### src/rtl/fetch_controller.sv
// Instruction fetch sequencer. It issues sequential fetch addresses to
// instruction memory and reserves one instruction-buffer slot per request,
// so every returning instruction has a free slot to land in. Responses are
// written into the buffer in the cycle they arrive. A redirect flushes the
// buffer, restarts at the new PC and drops responses that were still in
// flight for the old stream.
module fetch_controller #(
  parameter int                    INST_WIDTH      = 32,
  parameter int                    ADDR_WIDTH      = 32,
  parameter int                    BUFFER_DEPTH    = 8,
  parameter int                    MAX_OUTSTANDING = 4,
  parameter logic [ADDR_WIDTH-1:0] RESET_PC        = '0
) (
  input  logic                  clk,
  input  logic                  reset,
  input  logic                  fetch_en,
  input  logic                  redirect_valid,
  input  logic [ADDR_WIDTH-1:0] redirect_pc,
  output logic                  imem_req_valid,
  output logic [ADDR_WIDTH-1:0] imem_req_addr,
  input  logic                  imem_req_ready,
  input  logic                  imem_resp_valid,
  input  logic [INST_WIDTH-1:0] imem_resp_data,
  output logic                  buf_wr_en,
  output logic [INST_WIDTH-1:0] buf_wr_data,
  input  logic                  buf_rd_en,
  output logic                  buf_flush,
  output logic                  busy,
  output logic                  proto_err
);

  localparam int CW = $clog2(BUFFER_DEPTH + 1);
  localparam int OW = $clog2(MAX_OUTSTANDING + 1);
  localparam logic [CW-1:0] DEPTH_C = CW'(BUFFER_DEPTH);
  localparam logic [OW-1:0] MAXO_C  = OW'(MAX_OUTSTANDING);

  typedef enum logic [1:0] {S_IDLE, S_FETCH, S_DRAIN} state_t;

  state_t                r_state, w_state_next;
  logic [ADDR_WIDTH-1:0] r_pc, w_pc_next;
  logic [CW-1:0]         r_credits, w_credits_next;
  logic [OW-1:0]         r_outstanding, w_out_next;
  logic [OW-1:0]         r_drop_cnt, w_drop_next;
  logic                  r_proto_err;

  logic                  w_resp_accept;
  logic [OW-1:0]         w_o_next;
  logic                  w_req_fire;
  logic                  w_wr;
  logic                  w_drop;

  // Request qualification and response classification for this cycle.
  always_comb begin
    // A response with nothing in flight is a protocol violation: ignore it.
    w_resp_accept  = imem_resp_valid && (r_outstanding != '0);
    // Outstanding count once this cycle's response has been retired.
    w_o_next       = r_outstanding - OW'(w_resp_accept);
    imem_req_valid = (r_state == S_FETCH) && fetch_en && !redirect_valid &&
                     (r_credits != '0) && (r_outstanding < MAXO_C);
    w_req_fire     = imem_req_valid && imem_req_ready;
    w_wr           = w_resp_accept && (r_drop_cnt == '0) && !redirect_valid;
    // A dropped response gives back the slot its request had reserved.
    w_drop         = w_resp_accept && !w_wr;
  end

  // Next-state for the FSM, PC and counters.
  always_comb begin
    // NOTE: every signal gets a default before any branch, so no path can
    // leave one unassigned and infer a latch.
    w_state_next   = r_state;
    w_pc_next      = r_pc;
    w_credits_next = r_credits;
    w_out_next     = r_outstanding;
    w_drop_next    = r_drop_cnt;

    if (redirect_valid) begin
      // Everything still in flight belongs to the old stream: mark it stale
      // and keep its slots reserved until it comes back. The buffer is
      // flushed, so all other slots are free again.
      w_pc_next      = redirect_pc;
      w_out_next     = w_o_next;
      w_drop_next    = w_o_next;
      w_credits_next = DEPTH_C - CW'(w_o_next);
      if (r_state != S_IDLE) begin
        w_state_next = (w_o_next != '0) ? S_DRAIN : S_FETCH;
      end
    end else begin
      if (w_req_fire) begin
        w_pc_next = r_pc + ADDR_WIDTH'(4);
      end
      w_out_next     = w_o_next + OW'(w_req_fire);
      w_credits_next = r_credits - CW'(w_req_fire) + CW'(w_drop) + CW'(buf_rd_en);
      if (w_drop && (r_drop_cnt != '0)) begin
        w_drop_next = r_drop_cnt - OW'(1);
      end
      unique case (r_state)
        S_IDLE:  if (fetch_en) w_state_next = S_FETCH;
        S_FETCH: if (!fetch_en && (w_out_next == '0)) w_state_next = S_IDLE;
        S_DRAIN: if (w_drop_next == '0) w_state_next = S_FETCH;
        default: w_state_next = S_IDLE;
      endcase
    end
  end

  // State, PC and counter registers.
  always_ff @(posedge clk or negedge reset) begin
    // NOTE: sequential state uses non-blocking assignments so every register
    // samples the pre-edge values, independent of statement order.
    if (!reset) begin
      r_state       <= S_IDLE;
      r_pc          <= RESET_PC;
      r_credits     <= DEPTH_C;
      r_outstanding <= '0;
      r_drop_cnt    <= '0;
    end else begin
      r_state       <= w_state_next;
      r_pc          <= w_pc_next;
      r_credits     <= w_credits_next;
      r_outstanding <= w_out_next;
      r_drop_cnt    <= w_drop_next;
    end
  end

  // Sticky protocol-error flag, cleared only by reset.
  always_ff @(posedge clk or negedge reset) begin
    if (!reset) begin
      r_proto_err <= 1'b0;
    end else if (imem_resp_valid && (r_outstanding == '0)) begin
      r_proto_err <= 1'b1;
    end
  end

  assign imem_req_addr = r_pc;
  assign buf_wr_en     = w_wr;
  assign buf_wr_data   = imem_resp_data;
  assign buf_flush     = redirect_valid;
  assign busy          = (r_state != S_IDLE);
  assign proto_err     = r_proto_err;

endmodule
### config.mk
export PLATFORM = sky130hd
export DESIGN_NAME = fetch_controller
export DESIGN_NICKNAME = d
export VERILOG_FILES = /design/src/rtl/fetch_controller.sv
export SDC_FILE = /design/constraint.sdc
export NUM_CORES = 1
export LEC_CHECK = 0
export ABC_AREA = 1
export BUFFER_PORTS_ARGS = -buffer_cell sky130_fd_sc_hd__buf_4
export CORE_AREA = 2 2 87 89
export CTS_CLUSTER_DIAMETER = 40
export DETAILED_ROUTE_END_ITERATION = 6
export DIE_AREA = 0 0 89 91
export PLACE_DENSITY = 0.79
export SLEW_MARGIN = 20
export SYNTH_ARGS = -nofsm -noshare
export SYNTH_HDL_FRONTEND = slang
export SYNTH_SLANG_ARGS = --single-unit
export TNS_END_PERCENT = 50
### constraint.sdc
create_clock -name clk -period 3.4 [get_ports clk]
set_clock_uncertainty 0.1 [all_clocks]
set_input_delay 0.34 -clock clk [delete_from_list [all_inputs] [get_ports clk]]
set_output_delay 0.34 -clock clk [all_outputs]
set_load 0.01 [all_outputs]
==> results.md, run 1 <==
Clock tree:
- Clock tree synthesis inserted a total of 5 buffers.
- The clock passes through at most 2 buffers.
- The clock tree root driver cell is sky130_fd_sc_hd__clkbuf_8.
- TritonCTS built the clock tree.
- The number of gates resized after CTS is 0.
- The clock latency on the worst-skew pair is 300 ps.
- The number of setup buffers added after CTS is 0.
- The clock net in this run drives a total of 45 sinks.
- The number of hold buffers added after CTS was 1.
- The clock tree synthesis step divided the H-tree into 2 levels.
- Clock-pin slew was measured on the worst setup and hold paths at 80 ps.

Setup path:
- The endpoint arrival time on the critical path is 2820 ps.
- The critical path is of the flop to flop type.
- Of all nets on the critical path, the largest fanout is 13.
- Counting cells, the worst reg-to-reg path comes to 13.
- On the critical path, the stage with the largest delay is an instance of sky130_fd_sc_hd__dfstp_2.
- The required time of the worst setup path is 3520 ps.
- The worst setup path is launched from a flop.
- The highest cell delay on the worst timing path is 520 ps.
- Traced cell by cell, the critical path runs through inv_1 > ha_1 > nand3_1 > nand2_1 > nor2_4 > nand2_4 > inv_2 > ha_1 > inv_1 > fa_1 > inv_1 > fa_1 > o21ai_0.
- The cell with the most instances on the worst path is sky130_fd_sc_hd__inv_1.
- The worst setup path is captured at a flop.

Timing:
- For the pin with the worst max-slew slack, the measured transition is 568 ps.
- Summed over all failing endpoints, the final setup total negative slack is 0 ps.
- Setup repair after global routing left no endpoint under its margin.
- Based on the critical path, the design can be clocked at up to 370 MHz.
- Counting I/O delays and the setup requirement, the final critical path takes 2700 ps.
- The number of hold violations in the final report is 0.
- Measured against its own limit, the worst slew margin works out to 0.621.
- Setup violations remaining at the end of the flow were counted as 0.
- Dividing the final minimum period by the clock period gives 0.794.
- The final hold slack is 141 ps.
- The final count of pins violating max slew is 0.

Run status:
- The flow ran to the end, and the final reports show no timing, DRC or antenna violations.

Power:
- Dividing total power by cell area gives a power density of 525 nW/um^2.
- The clock network fraction of total power is 0.162.
- The combinational group share of total power is 0.452.
- The part of the total power dissipated in sequential elements is 0.386.
- Of the total power, the share spent switching nets is 0.410.
- The internal power of the cells totals 1.20 mW.
- VDD sags by at most 0.214 mV.
- In this run the static leakage power is 1.96 nW.
- In this run the power spent charging and discharging nets is 0.836 mW.

Yosys:
- The share of flip-flops with an asynchronous set or reset after synthesis is 1.00.
- A synthesized cell averages 6.92 um^2.
- The synthesized instance count is 492.
- For this run, the register share of the synthesized area comes to 0.331.
- Yosys mapped the design onto 31 distinct sky130hd cell types.
- The yosys synthesis warning count is 0.
- The total of flip-flops plus latches after synthesis is 45.
- In this run, synthesis inferred 0 flip-flops with an integrated enable.
- Among all flip-flop cells after synthesis, the most frequent one is sky130_fd_sc_hd__dfrtp_1.
- The net count of the mapped netlist is 578.
- The area of the mapped netlist is 3400 um^2.

GRT:
- The total congestion overflow is 0.
- The number of antenna violations at the first check in global routing is 0.
- The global routing usage summed across all routing layers is 0.224.
- For this run, global-route usage on met1 was measured as 0.295.
- The first global-routing pass estimated 14.4 mm of wire.
- The met3 usage in global routing is 0.0427.
- The number of global-route vias before repair is 3079.
- The met2 capacity usage during global routing is 0.358.
- The most congested layer reported by global routing is met2.
- The maximum number of pins on one net before global-route repair is 46.

Floorplan:
- The floorplan has 31 rows.
- For this design the top-level I/O count stands at 140.
- The width of the die is 89 um.
- The initial utilization of the core area, before any placement, comes to 0.477.
- The area of the die is 8100 um^2.
- The placeable core region is 7140 um^2.
- The height of the die is 91 um.

Place:
- Counting tap cells, the placed design contains a total of 625 instances.
- At the end of routability-driven placement, the weighted congestion stood at 0.905.
- Once detailed placement completed, the half-perimeter wirelength came to 6.75 mm.
- The number of buffer cells added on primary ports is 75.

Layout:
- 0 antenna diodes ended up in the layout.
- The leading cell type in the layout, fill and taps excluded is sky130_fd_sc_hd__nand2_1.
- In the layout the commonest cells are sky130_fd_sc_hd__nand2_1 (178), sky130_fd_sc_hd__buf_4 (77), sky130_fd_sc_hd__inv_1 (50).
- The signed area change from the synthesized netlist to the final layout is 13.9%.
- The final layout contains 620 nets.
- The fraction of layout instances using a drive strength above 1 is 0.179.
- The number of non-filler instances in the completed layout is 634.
- The final design utilization is 0.543.

Hold path:
- The min-delay analysis places its worst path in the category input port to flop.
- Along the worst hold path, the cell count comes to 3.

Drt:
- The pre-antenna-repair detailed-routing pass consisted of 4 iterations.
- The detail-routed via count per cell is 5.03.
- In the routed design, unresolved DRC markers number 0.
- The count of nets left with antenna violations once routing finished came out at 0.
- Dividing the detail-routed wire length by the instance count gives 13.6 um.
- The routed wire length is 8.64 mm.
- The first routing iteration left 158 violations.
- The via total after detailed routing is 3191.

Flow run:
- The number of violations of the max-capacitance limit is 0.
==> metrics by stage <==
step / setup WS (ps) / total power, mW / cell area, um^2
after CTS: 668 / 2.05 / 3880
after global routing: 506 / 2.21 / 3880
final: 699 / 2.04 / 3880
after global placement: 837 / 1.66 / 3780
after detailed placement: 700 / 1.71 / 3780
after floorplan: 726 / 1.43 / 3400
==> synthesized netlist by cell type (2+ instances only) <==
cell type / count / share of area
sky130_fd_sc_hd__xor2_1: 13 / 0.033
sky130_fd_sc_hd__dfrtp_1: 44 / 0.32
sky130_fd_sc_hd__o21ai_0: 18 / 0.026
sky130_fd_sc_hd__nand2_4: 2 / 0.0066
sky130_fd_sc_hd__buf_6: 5 / 0.017
sky130_fd_sc_hd__nand2_1: 178 / 0.20
sky130_fd_sc_hd__a21oi_1: 8 / 0.012
sky130_fd_sc_hd__nand4_1: 4 / 0.0073
sky130_fd_sc_hd__nor2_4: 3 / 0.0099
sky130_fd_sc_hd__o211ai_1: 10 / 0.022
sky130_fd_sc_hd__clkbuf_1: 5 / 0.0055
sky130_fd_sc_hd__buf_4: 33 / 0.073
sky130_fd_sc_hd__nor2_1: 49 / 0.054
sky130_fd_sc_hd__nand3_1: 32 / 0.047
sky130_fd_sc_hd__fa_1: 2 / 0.012
sky130_fd_sc_hd__nand2_2: 2 / 0.0037
sky130_fd_sc_hd__ha_1: 13 / 0.048
sky130_fd_sc_hd__xnor2_1: 5 / 0.013
sky130_fd_sc_hd__nor3_1: 5 / 0.0073
sky130_fd_sc_hd__inv_1: 50 / 0.055
==> cells by family after synthesis <==
logic type                 count (synthesis)  synth area share
and+or+nand+nor                          278             0.338
adders and majority gates                 15            0.0595
buffers and inverters                     96             0.155
DFF                                       45             0.331
AOI/OAI and AO/OA                         40            0.0695
xor gates and xnor gates                  18            0.0463
==> power groups by stage <==
| stage | Clock (mW) | Sequential [mW] | Combinational (mW) |
|---|---|---|---|
| after floorplan | 0 | 0.785 | 0.644 |
| after global placement | 0 | 0.785 | 0.872 |
| after detailed placement | 0 | 0.792 | 0.921 |
| after CTS | 0.337 | 0.783 | 0.926 |
| after global routing | 0.359 | 0.803 | 1.05 |
| final | 0.330 | 0.785 | 0.921 |
==> area by class of cell <==
class / instances / area, um^2
Fill cell: 725 / 3260
Sequential cell: 45 / 1130
Clock inverter: 2 / 10.0
Multi-Input combinational cell: 351 / 1750
Timing Repair Buffer: 78 / 588
Tap cell: 99 / 124
Clock buffer: 6 / 72.6
Inverter: 53 / 206
==> state kept, by name (all words and copies together) (netlist names) <==
register and count:
r_state 2, r_drop_cnt 3, proto_err 1, imem_req_addr 32, r_outstanding 3, r_credits 4
==> critical path, delay by kind of cell (launching register included) <==
family | cells | cell delay (ps)
AOI/OAI and AO/OA | 1 | 180
adders and majority gates | 4 | 1100
buffers and inverters | 4 | 260
DFF | 1 | 520
and+or+nand+nor | 4 | 450
==> layer usage <==
metal | vias up | share of wire | wire length [um]
li1 | 1594 | - | -
met1 | 1480 | 0.45 | 3850
met2 | 93 | 0.47 | 4020
met3 | 24 | 0.060 | 520
met4 | 0 | 0.029 | 248
met5 | - | 0 | 0
==> final timing paths <==
path                                 from                end  slack, ps
min reg2reg                     proto_err          proto_err        380
min                        redirect_pc[1]   imem_req_addr[1]        140
max in group asynchronous           reset   imem_req_addr[3]       2340
max                          r_credits[3]       r_credits[1]        700
min in group asynchronous           reset  imem_req_addr[25]        480
max reg2reg                  r_credits[3]       r_credits[1]        700
Note: power is estimated with default switching activity, not from simulation.
==> run 2, diff against run 1 <==
clock period = 2.7 ns   (was 3.4 ns; I/O delays follow)
==> run 2 against run 1 <==
Setup slack got worse by 530 ps. Fmax increased by 6.7%. Routed wire length increased by 1.0%. Hold slack got worse by 75 ps. First-iteration DRC count increased by 10%. Global-route usage decreased by 0.11 points. Critical endpoint is now r_credits[2].
==> results.md, run 2 (synthesized netlist as in run 1, its figures left out) <==
Drt:
- The detail route stage leaves a number of antenna-violating nets equal to 0.
- The via total after detailed routing is 3214.
- The detail-routed via count per cell is 5.06.
- The routed wire length per instance is 13.7 um.
- Before antenna repair, the detailed router went through 4 iterations.
- The routed wire length is 8.73 mm.
- The DRC violations left is 0.
- The first routing iteration left 174 violations.

Place:
- The half-perimeter wire length after placement is 6.62 mm.
- During placement, the flow inserted port buffers numbering 75.
- The final weighted congestion of routability-driven global placement is 0.882.
- After detailed placement, the total cell area comes to 3790 um^2.

Power:
- IR analysis of the VDD net gives a maximum drop of 0.305 mV.
- In this run the static leakage power is 1.97 nW.
- The power per cell area is 672 nW/um^2.

Clock tree:
- The clock tree root driver cell is sky130_fd_sc_hd__clkbuf_8.
- Clock-pin slew was measured on the worst setup and hold paths at 80 ps.
- The deepest clock path buffer count is 2.
- Counting every sink on the clock net gives 45.
- Once the clock tree was built, the setup fixing pass inserted 0 buffers.
- The number of clock buffers added by TritonCTS is 5.
- The later pin in the worst-skew pair is clocked with a latency of 300 ps.
- The depth of the CTS H-tree is 2.
- The TritonCTS clock tree is yes.

Layout:
- The filler cells instantiated in the layout total 734.
- For this run, the post-layout net count is 621.
- The final design area excluding fillers is 3910 um^2.
- In the layout the commonest cells are sky130_fd_sc_hd__nand2_1 (178), sky130_fd_sc_hd__buf_4 (77), sky130_fd_sc_hd__inv_1 (50).
- Measured on the finished design, the core utilization comes to 0.547.
- The antenna diode instance count is 0.
- The fraction of layout instances using a drive strength above 1 is 0.183.
- The library cell used most frequently in the layout, excluding fill and tap cells, is sky130_fd_sc_hd__nand2_1.
- The register with the most flip-flops in the layout has 32 of them.
- The area growth from synthesis to layout is 14.7%.

Floorplan:
- The height of the die is 91 um.
- The initial utilization of the core area, before any placement, comes to 0.477.
- The die is 89 um wide.
- 140 I/O pins were placed.
- The placeable core region is 7140 um^2.
- The area of the die is 8100 um^2.
- The standard-cell row count is 31.

Timing:
- The share of the clock period used by the worst path after layout is 0.937.
- The number of hold violations in the final report is 0.
- Setup repair after global routing could not meet its margin everywhere.
- Based on the critical path, the design can be clocked at up to 395 MHz.
- The number of setup violations in the final report is 0.
- For the pin with the worst max-slew slack, the measured transition is 595 ps.
- The final count of pins violating max slew is 0.
- In this run the tightest slew margin relative to its limit is 0.603.
- The post-layout minimum cycle time is 2530 ps.

Setup path:
- The required time of the worst setup path is 2820 ps.
- The endpoint arrival time on the critical path is 2650 ps.
- Counting both buffers and inverters, the worst setup path holds a total of 4.
- The type of the worst setup path is flop to flop.
- The critical-path cell with the highest stage delay is sky130_fd_sc_hd__dfstp_2.
- The cell family contributing the most delay on the critical path is adder cells.
- The highest cell delay on the worst timing path is 520 ps.
- The sort of element at the start of the critical path is a flop.
- The type of destination of the critical path is a flop.
- In this design, the critical path's most frequently occurring cell is sky130_fd_sc_hd__inv_1.
- Along the worst path, the maximum fanout reaches 2.
- The signal on the critical path passes through inv_1 > ha_1 > nand3_1 > nand2_1 > nor2_4 > nand2_4 > inv_2 > ha_1 > inv_1 > fa_1 > inv_1 > fa_1 > xor2_1 > o21ai_0.

Hold path:
- The class of the tightest hold or removal check is input port to flop.

GRT:
- The global routing usage summed across all routing layers is 0.223.
- The total congestion overflow is 0.
- The first global-routing pass estimated 14.4 mm of wire.
- The number of antenna violations at the first check in global routing is 0.
- The maximum number of pins on one net before global-route repair is 46.
- The number of global-route vias before repair is 3088.

Flow run:
- The number of violations of the max-capacitance limit is 0.

Run status:
- The flow ran to the end, and the final reports show no timing, DRC or antenna violations.
-- run 2: cell count changes in the layout (fill, tap and decap cells not counted) --
| cell | delta |
|---|---|
| sky130_fd_sc_hd__clkbuf_1 | -1 |
| sky130_fd_sc_hd__clkinv_2 | -1 |
| sky130_fd_sc_hd__o21ai_1 | +1 |
| sky130_fd_sc_hd__o21ai_0 | -1 |
| sky130_fd_sc_hd__buf_6 | +1 |
| sky130_fd_sc_hd__clkbuf_8 | +2 |
-- run 2: layout make-up --
type | instances | area [um^2] | area share
multi-input cells | 351 | 1750 | 0.447
flip-flops and latches | 45 | 1130 | 0.289
repair buffers | 79 | 599 | 0.153
inverters | 53 | 206 | 0.0529
well taps | 99 | 124 | 0.0317
clock buffers | 7 | 96.3 | 0.0247
clock inverters | 1 | 5.00 | 0.00128
-- run 2: final timing paths --
kind,from,end,slack (ps),depth (start not counted)
hold reg to reg,proto_err,proto_err,380,1
setup reg to reg,r_credits[3],r_credits[2],170,14
max in group asynchronous,reset,imem_req_addr[25],1680,2
setup / recovery,r_credits[3],r_credits[2],170,14
hold / removal,redirect_pc[0],imem_req_addr[0],70,3
min in group asynchronous,reset,imem_req_addr[12],410,2
-- run 2: tightest hold or removal path: cells and delay by family --
family,cells,cell delay (ps)
buf+inv,1,80
simple gates,2,90
-- run 2: repair_timing --
| action | 4_1_cts | 5_1_grt |
|---|---|---|
| hold buffers | 1 | 0 |
| endpoints found under the hold margin | 44 | 0 |
| endpoints found under the setup margin | 0 | 3 |
| resized for setup | 0 | 2 |
-- run 2: report_power, final --
group          leakage, nW  internal [mW]  switching (mW)
registers            0.539          0.834           0.150
clock network       0.0542          0.232           0.242
logic                 1.38          0.499           0.667
-- run 2: routing by layer --
metal,global-route usage,part of all wire
met5,0,0
met4,0.0585,0.013
met3,0.0409,0.060
met2,0.369,0.49
met1,0.298,0.44
-- run 2: stage by stage --
stage | hold slack [ps] | instances | setup TNS (ps) | setup WS [ps] | power, mW
after floorplan | -126 | 492 | 0 | 26.3 | 1.80
after global placement | 211 | 626 | 0 | 268 | 2.09
after detailed placement | 219 | 626 | 0 | 193 | 2.15
after CTS | 63.2 | 635 | 0 | 147 | 2.63
after global routing | 60.7 | 635 | -52.2 | -36.2 | 2.84
final | 66.5 | 635 | 0 | 169 | 2.62
==> run 3, diff against run 2 <==
CORE_AREA = 2 2 110 112   (was 2 2 87 89)
DIE_AREA = 0 0 112 114   (was 0 0 89 91)
PLACE_DENSITY = unset   (was 0.79)
==> run 3 against run 2 <==
Die area up 58%. Sequential power about the same. Via count is 1.4% lower. Clock power grew 39%. Cell area rose by 3.2%. Power up 7.5%. Combinational power about the same. Hold slack gained 7.4 ps. Register-to-register slack hardly changed. Clock-buffer cell count stayed put. Non-clock buffer count rose by 1. Routed wire length rose by 6.4%. Critical endpoint unchanged.
==> results.md, run 3 (synthesized netlist as in run 1, its figures left out) <==
Place:
- Port buffering added 75 buffers.
- The minimum setup slack after placement is 178 ps.
- Routability-driven placement finished with a final weighted congestion of 0.892.
- The half-perimeter wire length after placement is 7.08 mm.
- Including well taps, the total number of placed cells is 675.
- The post-place instance area is 3860 um^2.

Layout:
- Counting the fill cells in the layout gives 1299.
- The library cell used most frequently in the layout, excluding fill and tap cells, is sky130_fd_sc_hd__nand2_1.
- The flip-flop count of the largest register after layout is 32.
- The number of antenna diodes in the final layout is 0.
- In the final layout, the share of cells above drive strength 1 is 0.184.
- The number of non-filler instances in the completed layout is 684.
- After the last flow step, the layout net total stands at 622.
- The final design area excluding fillers is 4030 um^2.
- In the layout the commonest cells are sky130_fd_sc_hd__nand2_1 (178), sky130_fd_sc_hd__buf_4 (78), sky130_fd_sc_hd__inv_1 (50).
- From synthesis to final layout, the design area changed by 18.4%.

Timing:
- The share of the clock period used by the worst path after layout is 0.936.
- After layout, the minimum clock period comes to 2530 ps.
- The slew at the pin with the worst max-slew slack is 623 ps.
- The sum of negative setup slack is 0 ps.
- The final hold slack is 73.9 ps.
- The final count of pins violating max slew is 0.
- Setup violations remaining at the end of the flow were counted as 0.
- The number of hold violations in the final report was 0.
- The peak clock frequency supported by timing is 396 MHz.
- Once routing completed, OpenROAD measured the worst setup slack at 173 ps.
- In this run the tightest slew margin relative to its limit is 0.585.
- Setup repair after global routing left no endpoint under its margin.

Drt:
- The count of TritonRoute iterations in the first routing pass is 4.
- After detailed routing, the number of remaining DRC violations is 0.
- The detail-routed via count per cell is 4.63.
- The routed wire length per instance is 13.6 um.
- The first routing iteration left 185 violations.
- After detailed routing, the total wire length is 9.29 mm.
- Across all layers, the routed design uses 3168 vias.
- In this run the remaining antenna-violating nets after routing total 0.

GRT:
- The global routing usage summed across all routing layers is 0.150.
- The number of global-route vias before repair came to 3198.
- The layer flagged by global routing as most heavily used is met2.
- For met1 alone, demand over resource in global routing was 0.196.
- Entering global routing, the biggest net connects 46 pins.
- The met2 capacity usage during global routing is 0.249.
- The total congestion overflow is 0.
- The number of antenna violations at the first check in global routing came to 0.
- The first global-routing pass estimated 15.3 mm of wire.
- The met3 usage in global routing is 0.0223.

Hold path:
- The min-delay analysis places its worst path in the category input port to flop.

Floorplan:
- The floorplan step defined a die boundary enclosing 12800 um^2.
- The die is 114 um tall.
- The floorplan has 40 rows.
- The placeable core region is 11700 um^2.
- The initial utilization of the core area, before any placement, comes to 0.291.
- The width of the die is 112 um.
- 140 I/O pins were placed.

Clock tree:
- The clock latency on the worst-skew pair is 290 ps.
- The H-tree was split into 2 levels.
- The clock transition time at the flip-flop clock pins of the worst setup and hold paths is 60 ps.
- The number of clock sinks is 45.
- No sink is reached through more buffers than the 2 on the longest clock path.
- TritonCTS built the clock tree.
- Buffers inserted during clock tree synthesis total 5.
- The tree is rooted in a sky130_fd_sc_hd__clkbuf_16.

Power:
- The power per cell area is 700 nW/um^2.
- The leakage power total is 2.01 nW.
- IR analysis of the VDD net gives a maximum drop of 0.291 mV.

Setup path:
- The endpoint arrival time on the critical path is 2640 ps.
- The type of the worst setup path is flop to flop.
- The type of destination of the critical path is a flop.
- Data on the critical path is required at its endpoint by 2810 ps.
- The largest fanout on the critical path is 2.
- The sort of element at the start of the critical path is a flop.

Flow run:
- The tool flagged a number of max-cap violations equal to 0.

Run status:
- The run finished with clean final reports.
-- run 3: area by class of cell --
| cell class | count | area [um^2] | share of cell area |
|---|---|---|---|
| clock inverters | 1 | 5.00 | 0.00124 |
| clock buffers | 7 | 153 | 0.0379 |
| well taps | 147 | 184 | 0.0456 |
| flip-flops and latches | 45 | 1130 | 0.280 |
| inverters | 53 | 206 | 0.0512 |
| repair buffers | 80 | 607 | 0.151 |
| multi-input cells | 351 | 1750 | 0.434 |
-- run 3: timing repair --
item / 4_1_cts / 5_1_grt
endpoints found under the setup margin: 0 / 1
buffers inserted: 0 / 0
hold endpoints to repair: 44 / 0
hold buffers: 1 / 0
gates resized for setup: 0 / 1
-- run 3: worst max-delay path, stage by stage, from the launching register on --
cell and delay, ps:
sky130_fd_sc_hd__dfstp_2 520, sky130_fd_sc_hd__inv_1 30, sky130_fd_sc_hd__ha_1 160, sky130_fd_sc_hd__nand3_1 80, sky130_fd_sc_hd__nand2_1 80, sky130_fd_sc_hd__nor2_4 140
sky130_fd_sc_hd__nand2_4 50, sky130_fd_sc_hd__inv_2 60, sky130_fd_sc_hd__ha_1 230, sky130_fd_sc_hd__inv_1 80, sky130_fd_sc_hd__fa_1 190, sky130_fd_sc_hd__inv_1 50
sky130_fd_sc_hd__fa_1 370, sky130_fd_sc_hd__xor2_1 170, sky130_fd_sc_hd__o21ai_0 150
-- run 3: per-layer routing --
metal,vias to the layer above,share of wire
met5,-,0
met4,0,0.023
met3,19,0.053
met2,99,0.46
met1,1445,0.46
li1,1605,-
-- run 3: power breakdown --
group          internal [mW]  switching [mW]
clock network          0.392           0.268
registers              0.836           0.151
logic                  0.502           0.672
total                   1.73            1.09
-- run 3: through the flow --
step	power, mW	util
final	2.82	0.344
after global routing	3.06	0.344
after CTS	2.85	0.344
after detailed placement	2.17	0.329
after global placement	2.12	0.329
after floorplan	1.80	-
-- run 3: final timing paths --
path / start / endpoint / slack, ps / depth (start not counted)
worst max register to register: r_credits[3] / r_credits[2] / 170 / 14
worst max-delay path: r_credits[3] / r_credits[2] / 170 / 14
worst min-delay path: redirect_pc[1] / imem_req_addr[1] / 70 / 3
max in group asynchronous: reset / imem_req_addr[23] / 1650 / 2
min in group asynchronous: reset / r_credits[0] / 440 / 2
worst min register to register: proto_err / proto_err / 380 / 1
